[config.mk]
export PLATFORM = sky130hd
export DESIGN_NAME = mem_bus_arbiter
export DESIGN_NICKNAME = d
export VERILOG_FILES = /design/src/rtl/mem_arb_pkg.sv /design/src/rtl/mem_bus_arbiter_rr_arbiter2.sv /design/src/rtl/mem_bus_arbiter.sv
export SDC_FILE = /design/constraint.sdc
export NUM_CORES = 1
export LEC_CHECK = 0
export CORE_MARGIN = 3
export CORE_UTILIZATION = 38
export DETAILED_ROUTE_END_ITERATION = 7
export PLACE_DENSITY = 0.8
export SLEW_MARGIN = 20
export SYNTH_ARGS = -nofsm -noshare
export SYNTH_HDL_FRONTEND = slang
export SYNTH_SLANG_ARGS = --single-unit
[constraint.sdc]
create_clock -name clk -period 6.95 [get_ports clk]
set_input_delay 1.39 -clock clk [delete_from_list [all_inputs] [get_ports clk]]
set_output_delay 1.39 -clock clk [all_outputs]
set_load 0.02 [all_outputs]
[src/rtl/mem_arb_pkg.sv]
// Shared definitions for the two-master memory bus arbiter: FSM encoding,
// master indices and the default wait-state timeout.
package mem_arb_pkg;

  typedef enum logic {
    IDLE = 1'b0,
    BUSY = 1'b1
  } arb_state_e;

  localparam int M_CPU           = 0;
  localparam int M_DMA           = 1;
  localparam int TIMEOUT_DEFAULT = 16;

  function automatic logic [1:0] onehot2(input logic idx);
    return idx ? 2'b10 : 2'b01;
  endfunction

endpackage

[src/rtl/mem_bus_arbiter_rr_arbiter2.sv]
// Two-way round-robin pick; a tie goes to the master that was not granted last.
module rr_arbiter2
  import mem_arb_pkg::*;
(
  input  logic       clk_i,
  input  logic       rst_ni,
  input  logic [1:0] req_i,
  input  logic       take_i,
  output logic       valid_o,
  output logic       winner_o
);

  logic last_q;
  logic last_d;

  // Winner selection and last-grant update
  always_comb begin
    valid_o = |req_i;
    if (req_i == 2'b11) begin
      winner_o = ~last_q;
    end else if (req_i[M_DMA]) begin
      winner_o = 1'(M_DMA);
    end else begin
      winner_o = 1'(M_CPU);
    end
    if (take_i && valid_o) begin
      last_d = winner_o;
    end else begin
      last_d = last_q;
    end
  end

  // Last-grant register; resets to DMA so the CPU wins the first tie
  always_ff @(posedge clk_i or negedge rst_ni) begin
    if (!rst_ni) begin
      last_q <= 1'(M_DMA);
    end else begin
      last_q <= last_d;
    end
  end

endmodule

[src/rtl/mem_bus_arbiter.sv]
// Two-master arbiter and burst sequencer for the byte-wide memory bus:
// round-robin grant, 1..4 beat bursts, wait states and timeout abort.
module mem_bus_arbiter
  import mem_arb_pkg::*;
#(
  parameter int dataWidth    = 8,
  parameter int addressWidth = 32,
  parameter int lenWidth     = 2,
  parameter int TIMEOUT      = TIMEOUT_DEFAULT
) (
  input  logic                      clk,
  input  logic                      rst,
  input  logic [1:0]                m_req,
  input  logic [1:0]                m_we,
  input  logic [2*addressWidth-1:0] m_addr,
  input  logic [2*lenWidth-1:0]     m_len,
  input  logic [2*dataWidth-1:0]    m_wdata,
  output logic [1:0]                m_gnt,
  output logic [1:0]                m_ack,
  output logic [1:0]                m_done,
  output logic [1:0]                m_err,
  output logic [1:0]                m_rvalid,
  output logic [dataWidth-1:0]      m_rdata,
  output logic                      readmem,
  output logic                      writemem,
  output logic [addressWidth-1:0]   addressBus,
  output logic [dataWidth-1:0]      dataBusIn,
  input  logic [dataWidth-1:0]      dataBusOut,
  input  logic                      memDataReady
);

  localparam int WW = $clog2(TIMEOUT + 1);

  arb_state_e             state_q, state_d;
  logic                   sel_q, sel_d;
  logic                   we_q, we_d;
  logic [lenWidth-1:0]    len_q, len_d;
  logic [lenWidth-1:0]    beat_q, beat_d;
  logic [addressWidth-1:0] base_q, base_d;
  logic [WW-1:0]          wait_q, wait_d;
  logic [1:0]             rvalid_q, rvalid_d;
  logic [dataWidth-1:0]   rdata_q, rdata_d;

  logic arb_valid_s;
  logic arb_winner_s;
  logic busy_s;
  logic beat_ok_s;
  logic last_beat_s;
  logic timeout_s;

  rr_arbiter2 u_rr (
    .clk_i   (clk),
    .rst_ni  (rst),
    .req_i   (m_req),
    .take_i  (state_q == IDLE),
    .valid_o (arb_valid_s),
    .winner_o(arb_winner_s)
  );

  assign busy_s      = (state_q == BUSY);
  assign beat_ok_s   = busy_s & memDataReady;
  assign last_beat_s = (beat_q == len_q);
  // The TIMEOUT-th consecutive not-ready cycle is the one that aborts
  assign timeout_s   = busy_s & ~memDataReady & (wait_q == WW'(TIMEOUT - 1));

  // State register and transfer context
  always_ff @(posedge clk or negedge rst) begin
    if (!rst) begin
      state_q  <= IDLE;
      sel_q    <= 1'b0;
      we_q     <= 1'b0;
      len_q    <= '0;
      beat_q   <= '0;
      base_q   <= '0;
      wait_q   <= '0;
      rvalid_q <= 2'b00;
      rdata_q  <= '0;
    end else begin
      state_q  <= state_d;
      sel_q    <= sel_d;
      we_q     <= we_d;
      len_q    <= len_d;
      beat_q   <= beat_d;
      base_q   <= base_d;
      wait_q   <= wait_d;
      rvalid_q <= rvalid_d;
      rdata_q  <= rdata_d;
    end
  end

  // Next-state logic
  always_comb begin
    state_d = state_q;
    case (state_q)
      IDLE: begin
        if (arb_valid_s) begin
          state_d = BUSY;
        end else begin
          state_d = IDLE;
        end
      end
      BUSY: begin
        if ((beat_ok_s && last_beat_s) || timeout_s) begin
          state_d = IDLE;
        end else begin
          state_d = BUSY;
        end
      end
      default: state_d = IDLE;
    endcase
  end

  // Transfer context: latch on grant, then count beats and wait states
  always_comb begin
    sel_d    = sel_q;
    we_d     = we_q;
    len_d    = len_q;
    base_d   = base_q;
    beat_d   = beat_q;
    wait_d   = wait_q;
    rvalid_d = 2'b00;
    rdata_d  = rdata_q;
    if (state_q == IDLE) begin
      beat_d = '0;
      wait_d = '0;
      if (arb_valid_s) begin
        sel_d  = arb_winner_s;
        we_d   = m_we[arb_winner_s];
        len_d  = m_len[arb_winner_s*lenWidth +: lenWidth];
        base_d = m_addr[arb_winner_s*addressWidth +: addressWidth];
      end else begin
        sel_d = sel_q;
      end
    end else if (beat_ok_s) begin
      beat_d = beat_q + lenWidth'(1);
      wait_d = '0;
      if (!we_q) begin
        rvalid_d = onehot2(sel_q);
        rdata_d  = dataBusOut;
      end else begin
        rvalid_d = 2'b00;
      end
    end else begin
      wait_d = wait_q + WW'(1);
    end
  end

  // Bus and master-side outputs, all quiet outside BUSY
  always_comb begin
    m_gnt      = 2'b00;
    m_ack      = 2'b00;
    m_done     = 2'b00;
    m_err      = 2'b00;
    readmem    = 1'b0;
    writemem   = 1'b0;
    addressBus = '0;
    dataBusIn  = '0;
    if (busy_s) begin
      m_gnt      = onehot2(sel_q);
      readmem    = ~we_q;
      writemem   = we_q;
      addressBus = base_q + addressWidth'(beat_q);
      dataBusIn  = m_wdata[sel_q*dataWidth +: dataWidth];
      if (beat_ok_s) begin
        m_ack = onehot2(sel_q);
        if (last_beat_s) begin
          m_done = onehot2(sel_q);
        end else begin
          m_done = 2'b00;
        end
      end else if (timeout_s) begin
        m_err = onehot2(sel_q);
      end else begin
        m_err = 2'b00;
      end
    end else begin
      m_gnt = 2'b00;
    end
  end

  assign m_rvalid = rvalid_q;
  assign m_rdata  = rdata_q;

endmodule

== Word-level counts from Yosys, hierarchy flattened ==
Cells that the tools add are included.

* Multiplexer cells: 28
* Eq/ne operators: 4
* Bitwise logic cells: 7
* Shift-type cells: 3
* Add/sub/neg operators: 3
* Reduce and logical (&&, ||, !) cells: 6
* Order comparisons: 1

{| class="wikitable"
|+ Operators with widths
! kind !! count
|-
| 64-bit by 7-bit indexed part select with 32-bit output || 1
|-
| 32-bit by 2-bit adder with 32-bit output || 1
|-
| 32-bit 2-to-1 mux || 1
|-
| 2-bit 2-to-1 mux || 15
|-
| 16-bit by 5-bit indexed part select with 8-bit output || 1
|-
| 5-bit 2-to-1 mux || 2
|-
| 1-bit 2-to-1 mux || 8
|-
| 8-bit 2-to-1 mux || 1
|-
| 5-bit by 1-bit adder with 5-bit output (second input constant) || 1
|-
| 5-bit by 4-bit == test with 1-bit output (second input constant) || 1
|-
| 1-bit NOT || 4
|-
| 4-bit by 3-bit indexed part select with 2-bit output || 1
|-
| 1-bit AND || 3
|-
| 3-bit AND reduction || 1
|-
| 2-bit by 1-bit adder with 2-bit output (second input constant) || 1
|-
| 2-bit == test || 1
|-
| 2-bit == test (second input constant) || 1
|-
| 1-bit logical AND || 2
|-
| 1-bit by 2-bit less-than comparator with 1-bit output (second input constant) || 1
|-
| 2-bit by 1-bit inequality test with 1-bit output (second input constant) || 1
|-
| 1-bit one-hot mux with 2 select lines || 1
|-
| 2-bit AND reduction || 1
|-
| 2-bit OR reduction || 1
|-
| 1-bit logical OR || 1
|}

* Logic and storage cells: 62
* Output and inout port bits: 60
* Bits of input ports: 99
* Register bits: 55

== Logic depth before layout (Yosys ltp) ==
Gate-level depths: netlist of run 1.

* Depth in word-level cells: 6
* Depth in mapped cells: 7
* Gate-level depth less buffers: 6

== Modules after synthesis ==
From an unflattened synthesis of run 1, not the netlist that was laid out.

* Cell total of the unflattened synthesis: 385
* Area total of the unflattened synthesis: 3403.3 sq um

{| class="wikitable"
|+ By module, submodules not included
! module !! sequential area each (sq um) !! instances !! area each (sq um) !! cells an instance
|-
| mem_bus_arbiter || 1351.3 || 1 || 3352.0 || 380
|-
| rr_arbiter2 || 26.3 || 1 || 51.3 || 5
|}

== Worst setup path before layout of run 1 ==
OpenSTA, ideal clock, no wires.

* Path type: flip-flop to output port
* From: reg beat_q[0]
* To: out addressBus[22]
* Path slack: 3.245 ns
* Path buffers: 1
* Cell stages (with the launch flop): 8
* Arrival: 2.315 ns
* Required time: 5.560 ns
* Path through: dfrtp_1 ha_1 fa_1 nand4_1 or4_1 clkbuf_1 or3_1 a21oi_1

* Cells in the longest elaborated chain, start to end: 2

{| class="wikitable"
|+ RTL lines
! what !! RTL line !! source
|-
| start, declared || mem_bus_arbiter.sv:38 || <nowiki>logic [lenWidth-1:0] beat_q, beat_d;</nowiki>
|-
| start signal, assigned || mem_bus_arbiter.sv:83 || <nowiki>beat_q <= beat_d;</nowiki>
|-
| 32-bit by 2-bit adder with 32-bit output || mem_bus_arbiter.sv:162 || <nowiki>addressBus = base_q + addressWidth'(beat_q);</nowiki>
|-
| 32-bit 2-to-1 mux || mem_bus_arbiter.sv:158 || <nowiki>if (busy_s) begin</nowiki>
|-
| end, declared || mem_bus_arbiter.sv:26 || <nowiki>output logic [addressWidth-1:0] addressBus,</nowiki>
|}

Every way passes these cells.

== Final worst setup path of run 1 ==
* From: reg beat_q[0]
* To: out addressBus[16]

The elaborated chain is that of the path after synthesis.

==> impl_metrics.csv, run 1 <==
group,metric,value,unit
cts,cts_buffer_depth,2,
grt,grt_pass1_wl,15.7,mm
critical_path,endpoint_kind,"output pin",
job,cap_violations,0,
routing,post_drt_wl_per_cell,15.6,µm
grt,met3_usage,3.11,%
placement,place_inst,629,
synth,synth_top_flop_cell,"dfrtp_1",
critical_path,rr_startpoint,"busy_s",
grt,busiest_layer,"met2",
timing,layout_setup_ws,2.21,ns
cells_and_area,n_antenna_cell,0,
cells_and_area,syn2layout_area_growth,51.1,%
synth,synth_warnings,0,
routing,antenna_left,0,
timing,fin_hold_ws,0.473,ns
timing,period_minus_slack,4.74,ns
cts,cts_tree,"done",
synth,async_reset_ff_share,100,%
synth,syn_nets,491,
grt,antenna_found_initial,0,
timing,maxSlewHeadroom,52.9,%
timing,worst_pin_slew,0.707,ns
floorplan,rows,33,
cts,path_clk_slew,0.11,ns
cts,holdBufCountCts,0,
critical_path,criticalPathCategory,"flip-flop to output pin",
timing,fin_crit_sh,68.2,%
hold_path,min_path_type,"flip-flop to flip-flop",
timing,rsz0062_at_grt,"no",
synth,netlist_area,0.00342,mm²
placement,place_hpwl,7.68,mm
critical_path,crit_fanout,9,
synth,synth_seq_cells,55,
synth,seq_area_frac_synth,40.2,%
placement,dpl_worst_slack,2.47,ns
hold_path,holdPathEnd,"wait_q[0]",
grt,grt_overflow,0,
cts,cts-htree-levels,2,
pwr,p_per_area,379,mW/mm²
grt,first_global_vias,3286,
critical_path,start_kind,"flip-flop",
cells_and_area,fin_util,61.1,%
grt,grt_max_degree,73,
critical_path,cp.arrival,3.35,ns
synth,syn_inst,387,
critical_path,cp.required,5.56,ns
routing,first_pass_iters,5,
cts,cts.sinks,55,
routing,routed_wl,9.95,mm
grt,grtUsageMet2,33.0,%
floorplan,floorplan.initialDensity,40.4,%
cells_and_area,drive_gt1_share,5.45,%
cts,ctsResizeCount,0,
timing,finalSetupTns,0,ns
grt,grtUsageMet1,24.8,%
timing,fmax,0.211,GHz
routing,num_vias,3357,
synth,synth.avg_cell_area,8.85,µm²
placement,place.gp.congestion,0.777,
synth,synth_edf_count,0,
cts,clk_latency,0.32,ns
critical_path,cp-startpoint,"beat_q[0]",
timing,slew_violations,0,
cts,cts_buffers,5,
pwr,peakVddDrop,0.000147,V
grt,grt_use_total,19.2,%
routing,post-route-drc-count,0,
placement,port_buffers,158,
floorplan,core_area,0.00846,mm²
cts,cts-root-buf,"clkbuf_8",
hold_path,hp-start,"wait_q[0]",
hold_path,hold-path-cell-count,1,
timing,hold_viol_final,0,
pwr,p_leak,0.00210,µW
floorplan,fp.dieH,101,µm
routing,drtIter0Drc,203,
synth,synth.distinct_cells,39,
critical_path,rr_worst_depth,5,
status,status,"finished, final reports clean",
cells_and_area,finalNetCount,635,
timing,setup_viol,0,
floorplan,die_x,101,µm
timing,fin_skew,0.0108,ns
cells_and_area,finalNonFillerCells,637,
floorplan,die-area,0.0102,mm²
cts,postCtsSetupBuffers,0,
critical_path,r2r_end,"sel_q",
floorplan,pin_count,159,
critical_path,r2r_slack,4.65,ns
routing,via_per_inst,5.27,
## kinds of logic (layout without fill, tap and decap cells)
| group | count (synthesis) | in the layout | share of synthesized area, % |
|---|---|---|---|
| buffers and inverters | 33 | 178 | 3.95 |
| AO/OA/AOI/OAI | 81 | 81 | 13.0 |
| XOR/XNOR | 17 | 17 | 4.35 |
| adder cells (fa/ha/maj) | 5 | 5 | 2.05 |
| AND/OR/NAND/NOR | 145 | 145 | 21.2 |
| flip-flops | 55 | 55 | 40.2 |
| multiplexers | 51 | 51 | 15.2 |
## critical path: stages, from the launching register on
cell and delay, ns:
dfrtp_1 0.45, ha_1 0.25, fa_1 0.27, nand4_1 0.26, or4_1 0.63, or3_1 0.36, a21oi_1 0.18, clkdlybuf4s50_1 0.63
## placed cells by master (no fill, tap or decap), types with 2 or more instances in the layout
cell and instances:
nand2b_1 2, mux2i_1 43, inv_1 8, and2_1 5, and4_1 2, dfrtp_1 54, inv_6 2, clkdlybuf4s50_1 157
nand3_1 10, a21oi_1 21, clkbuf_8 5, ha_1 4, nor3_1 4, xnor2_1 9, buf_4 4, o31ai_1 12
xor2_1 8, or3_1 7, mux2_2 8, nor4_1 2, or2_2 2, nand4_1 8, nand2_1 48, o21ai_0 43
or4_1 14, and3_1 5, nor2_1 31
## metal layers
| layer | wire length, µm | vias up |
|---|---|---|
| met4 | 156 | 0 |
| li1 | - | 1663 |
| met5 | 0 | - |
| met1 | 4240 | 1567 |
| met3 | 622 | 10 |
| met2 | 4930 | 117 |
## through the flow
| stage | power [µW] | instance area (µm²) |
|---|---|---|
| floorplan | 1250 | 3420 |
| global placement | 1750 | 5080 |
| detailed placement | 1790 | 5080 |
| CTS | 1970 | 5170 |
| global route | 2100 | 5170 |
| finish | 1960 | 5170 |
## power by group
part / leakage, µW / internal [µW] / switching (µW) / total (µW)
Combinational: 0.00137 / 542 / 595 / 1140
Sequential: 0.000681 / 464 / 171 / 634
Clock: 0.0000491 / 74.4 / 114 / 189
Total: 0.00210 / 1080 / 879 / 1960
## how the worst max path moves through the flow
stage,slack [ns],end,cells past startpoint
after floorplan,3.24,addressBus[22],7
after global placement,2.53,m_done[1],5
after detailed placement,2.47,m_done[1],5
after CTS,2.21,addressBus[22],7
after global routing,1.99,addressBus[22],7
final,2.21,addressBus[16],7
## synth_stat cells, drive strengths merged, types with 2 or more instances
library cell / number / area share, %
nand3: 10 / 1.5
xor2: 8 / 2.0
or4: 14 / 3.1
and3: 6 / 1.1
or2: 2 / 0.37
xnor2: 9 / 2.3
nand4: 9 / 1.8
buf: 7 / 1.1
a21oi: 21 / 3.1
nand2: 48 / 5.3
nor4: 2 / 0.37
and2: 5 / 0.91
inv: 8 / 0.88
o31ai: 12 / 2.6
or3: 8 / 1.5
mux2: 8 / 2.6
and4: 2 / 0.51
dfrtp: 54 / 39
o21ai: 44 / 6.4
mux2i: 43 / 13
clkbuf: 18 / 2.0
ha: 4 / 1.5
nand2b: 2 / 0.37
nor3: 4 / 0.58
nor2: 31 / 3.4
## sequential cells by signal (all words and copies together) (netlist names)
signal       count
base_q          32
beat_q           2
busy_s           1
len_q            2
m_rdata          8
m_rvalid         2
sel_q            1
u_rr.last_q      1
wait_q           5
we_q             1
## cell type report
class	count	area (µm²)
fill	738	3290
inverter	8	30.0
sequential	55	1380
clock buffer	5	68.8
tap	105	131
clock inverter	3	26.3
timing repair buffer	162	1610
multi-input combinational	299	1930
Note: power is estimated with default switching activity, not from simulation.
==> run 2, diff against run 1 <==
- clock period: 6.95 -> 4.6 ns (I/O delays scaled with it)
==> impl_metrics.csv, run 2 (same netlist as run 1, synthesis figures left out) <==
group,metric,value,unit
status,status,"finished, final reports clean",
critical_path,rr_startpoint,"busy_s",
cts,ctsResizeCount,0,
timing,rsz0062_at_grt,"no",
floorplan,die_x,101,µm
cells_and_area,fill_cells,746,
timing,slew_violations,0,
timing,worst_pin_slew,1.02,ns
timing,maxSlewHeadroom,32.2,%
floorplan,fp.dieH,101,µm
cts,holdBufCountCts,0,
cts,clk_latency,0.31,ns
cells_and_area,mostFrequentLayoutCells,"clkdlybuf4s50_1 (157), dfrtp_1 (54), nand2_1 (48)",
cts,cts-root-buf,"clkbuf_8",
critical_path,cp.arrival,3.31,ns
cts,cts.sinks,55,
floorplan,core_area,0.00846,mm²
cells_and_area,top_register,"base_q",
cells_and_area,drive_gt1_share,5.45,%
timing,fmax,0.237,GHz
hold_path,hold-path-cell-count,1,
grt,grt_overflow,0,
routing,post-route-drc-count,0,
cells_and_area,largest_reg_flops,32,
placement,dpl_worst_slack,0.721,ns
cts,cts-htree-levels,2,
grt,first_global_vias,3268,
timing,fin_crit_sh,91.9,%
grt,grt_pass1_wl,15.7,mm
grt,antenna_found_initial,0,
cts,cts_buffer_depth,2,
cells_and_area,syn2layout_area_growth,51.7,%
placement,place_inst,629,
critical_path,cp.required,3.68,ns
cts,path_clk_slew,0.10,ns
critical_path,crit_fanout,9,
routing,drtIter0Drc,187,
routing,via_per_inst,5.33,
timing,hold_viol_final,0,
critical_path,r2r_end,"sel_q",
routing,routed_wl,9.81,mm
hold_path,holdPathEnd,"wait_q[0]",
cts,postCtsSetupBuffers,0,
routing,post_drt_wl_per_cell,15.4,µm
floorplan,floorplan.initialDensity,40.4,%
floorplan,die-area,0.0102,mm²
placement,port_buffers,158,
cells_and_area,multi_input_area,0.00193,mm²
routing,num_vias,3397,
timing,layout_setup_ws,0.375,ns
routing,antenna_left,0,
placement,place_hpwl,7.68,mm
hold_path,min_path_type,"flip-flop to flip-flop",
hold_path,hp-start,"wait_q[0]",
pwr,p_leak,0.00210,µW
placement,place.gp.congestion,0.783,
pwr,p_per_area,579,mW/mm²
cells_and_area,finalNonFillerCells,637,
floorplan,rows,33,
timing,finalSetupTns,0,ns
cells_and_area,n_antenna_cell,0,
routing,first_pass_iters,4,
timing,fin_skew,0.00857,ns
cells_and_area,final_common_cell,"clkdlybuf4s50_1",
job,cap_violations,0,
critical_path,rr_worst_depth,5,
pwr,peakVddDrop,0.000257,V
critical_path,start_kind,"flip-flop",
cells_and_area,regArea,0.00138,mm²
critical_path,criticalPathCategory,"flip-flop to output pin",
grt,grt_max_degree,56,
floorplan,pin_count,159,
cells_and_area,fin_util,61.4,%
cells_and_area,finalNetCount,635,
critical_path,endpoint_kind,"output pin",
timing,period_minus_slack,4.23,ns
critical_path,r2r_slack,2.02,ns
cts,cts_buffers,5,
cts,cts_tree,"done",
grt,grt_use_total,19.0,%
critical_path,cp-startpoint,"beat_q[0]",
timing,setup_viol,0,
-- run 2: changes by cell type in the layout (fill, tap and decap cells not counted), sizes merged --
cell	delta
bufinv	+1
clkinv	-1
inv	-1
clkinvlp	+1
-- run 2: worst max path at each step --
| stage | endpoint |
|---|---|
| after CTS | addressBus[22] |
| after detailed placement | addressBus[22] |
| after floorplan | addressBus[22] |
| final | addressBus[22] |
| after global placement | addressBus[22] |
| after global routing | addressBus[20] |
-- run 2: power breakdown --
group          leakage, µW  internal [µW]  switching, µW
clock network    0.0000548            164            163
logic              0.00137            820            898
registers         0.000681            701            260
total              0.00210           1680           1320
-- run 2: per-layer routing --
layer / up-vias / track usage (%) / part of all wire (%)
met2: 126 / 31.4 / 48
li1: 1666 / - / -
met3: 17 / 4.01 / 7.6
met1: 1588 / 24.7 / 42
met4: 0 / 6.44 / 2.3
met5: - / 0 / 0
-- run 2: per-stage QoR --
stage	instance area [µm²]	power, µW	hold slack, ns
finish	5190	3010	0.477
global route	5190	3220	0.498
CTS	5190	3030	0.479
detailed placement	5080	2700	0.465
global placement	5080	2650	0.445
floorplan	3420	1890	0.433
-- run 2: critical path, cell delays in order, from the launching register on --
cell and delay, ns:
dfrtp_1 0.43, ha_1 0.23, fa_1 0.25, nand4_1 0.26
or4_1 0.64, or3_1 0.40, a21oi_1 0.14, clkdlybuf4s50_1 0.63
-- run 2: final cells by class --
class | count | share of cell area, %
Multi-Input combinational cell | 299 | 37.2
Timing Repair Buffer | 162 | 30.9
Sequential cell | 55 | 26.5
Tap cell | 105 | 2.53
Clock buffer | 5 | 1.32
Clock inverter | 3 | 0.891
Inverter | 8 | 0.578
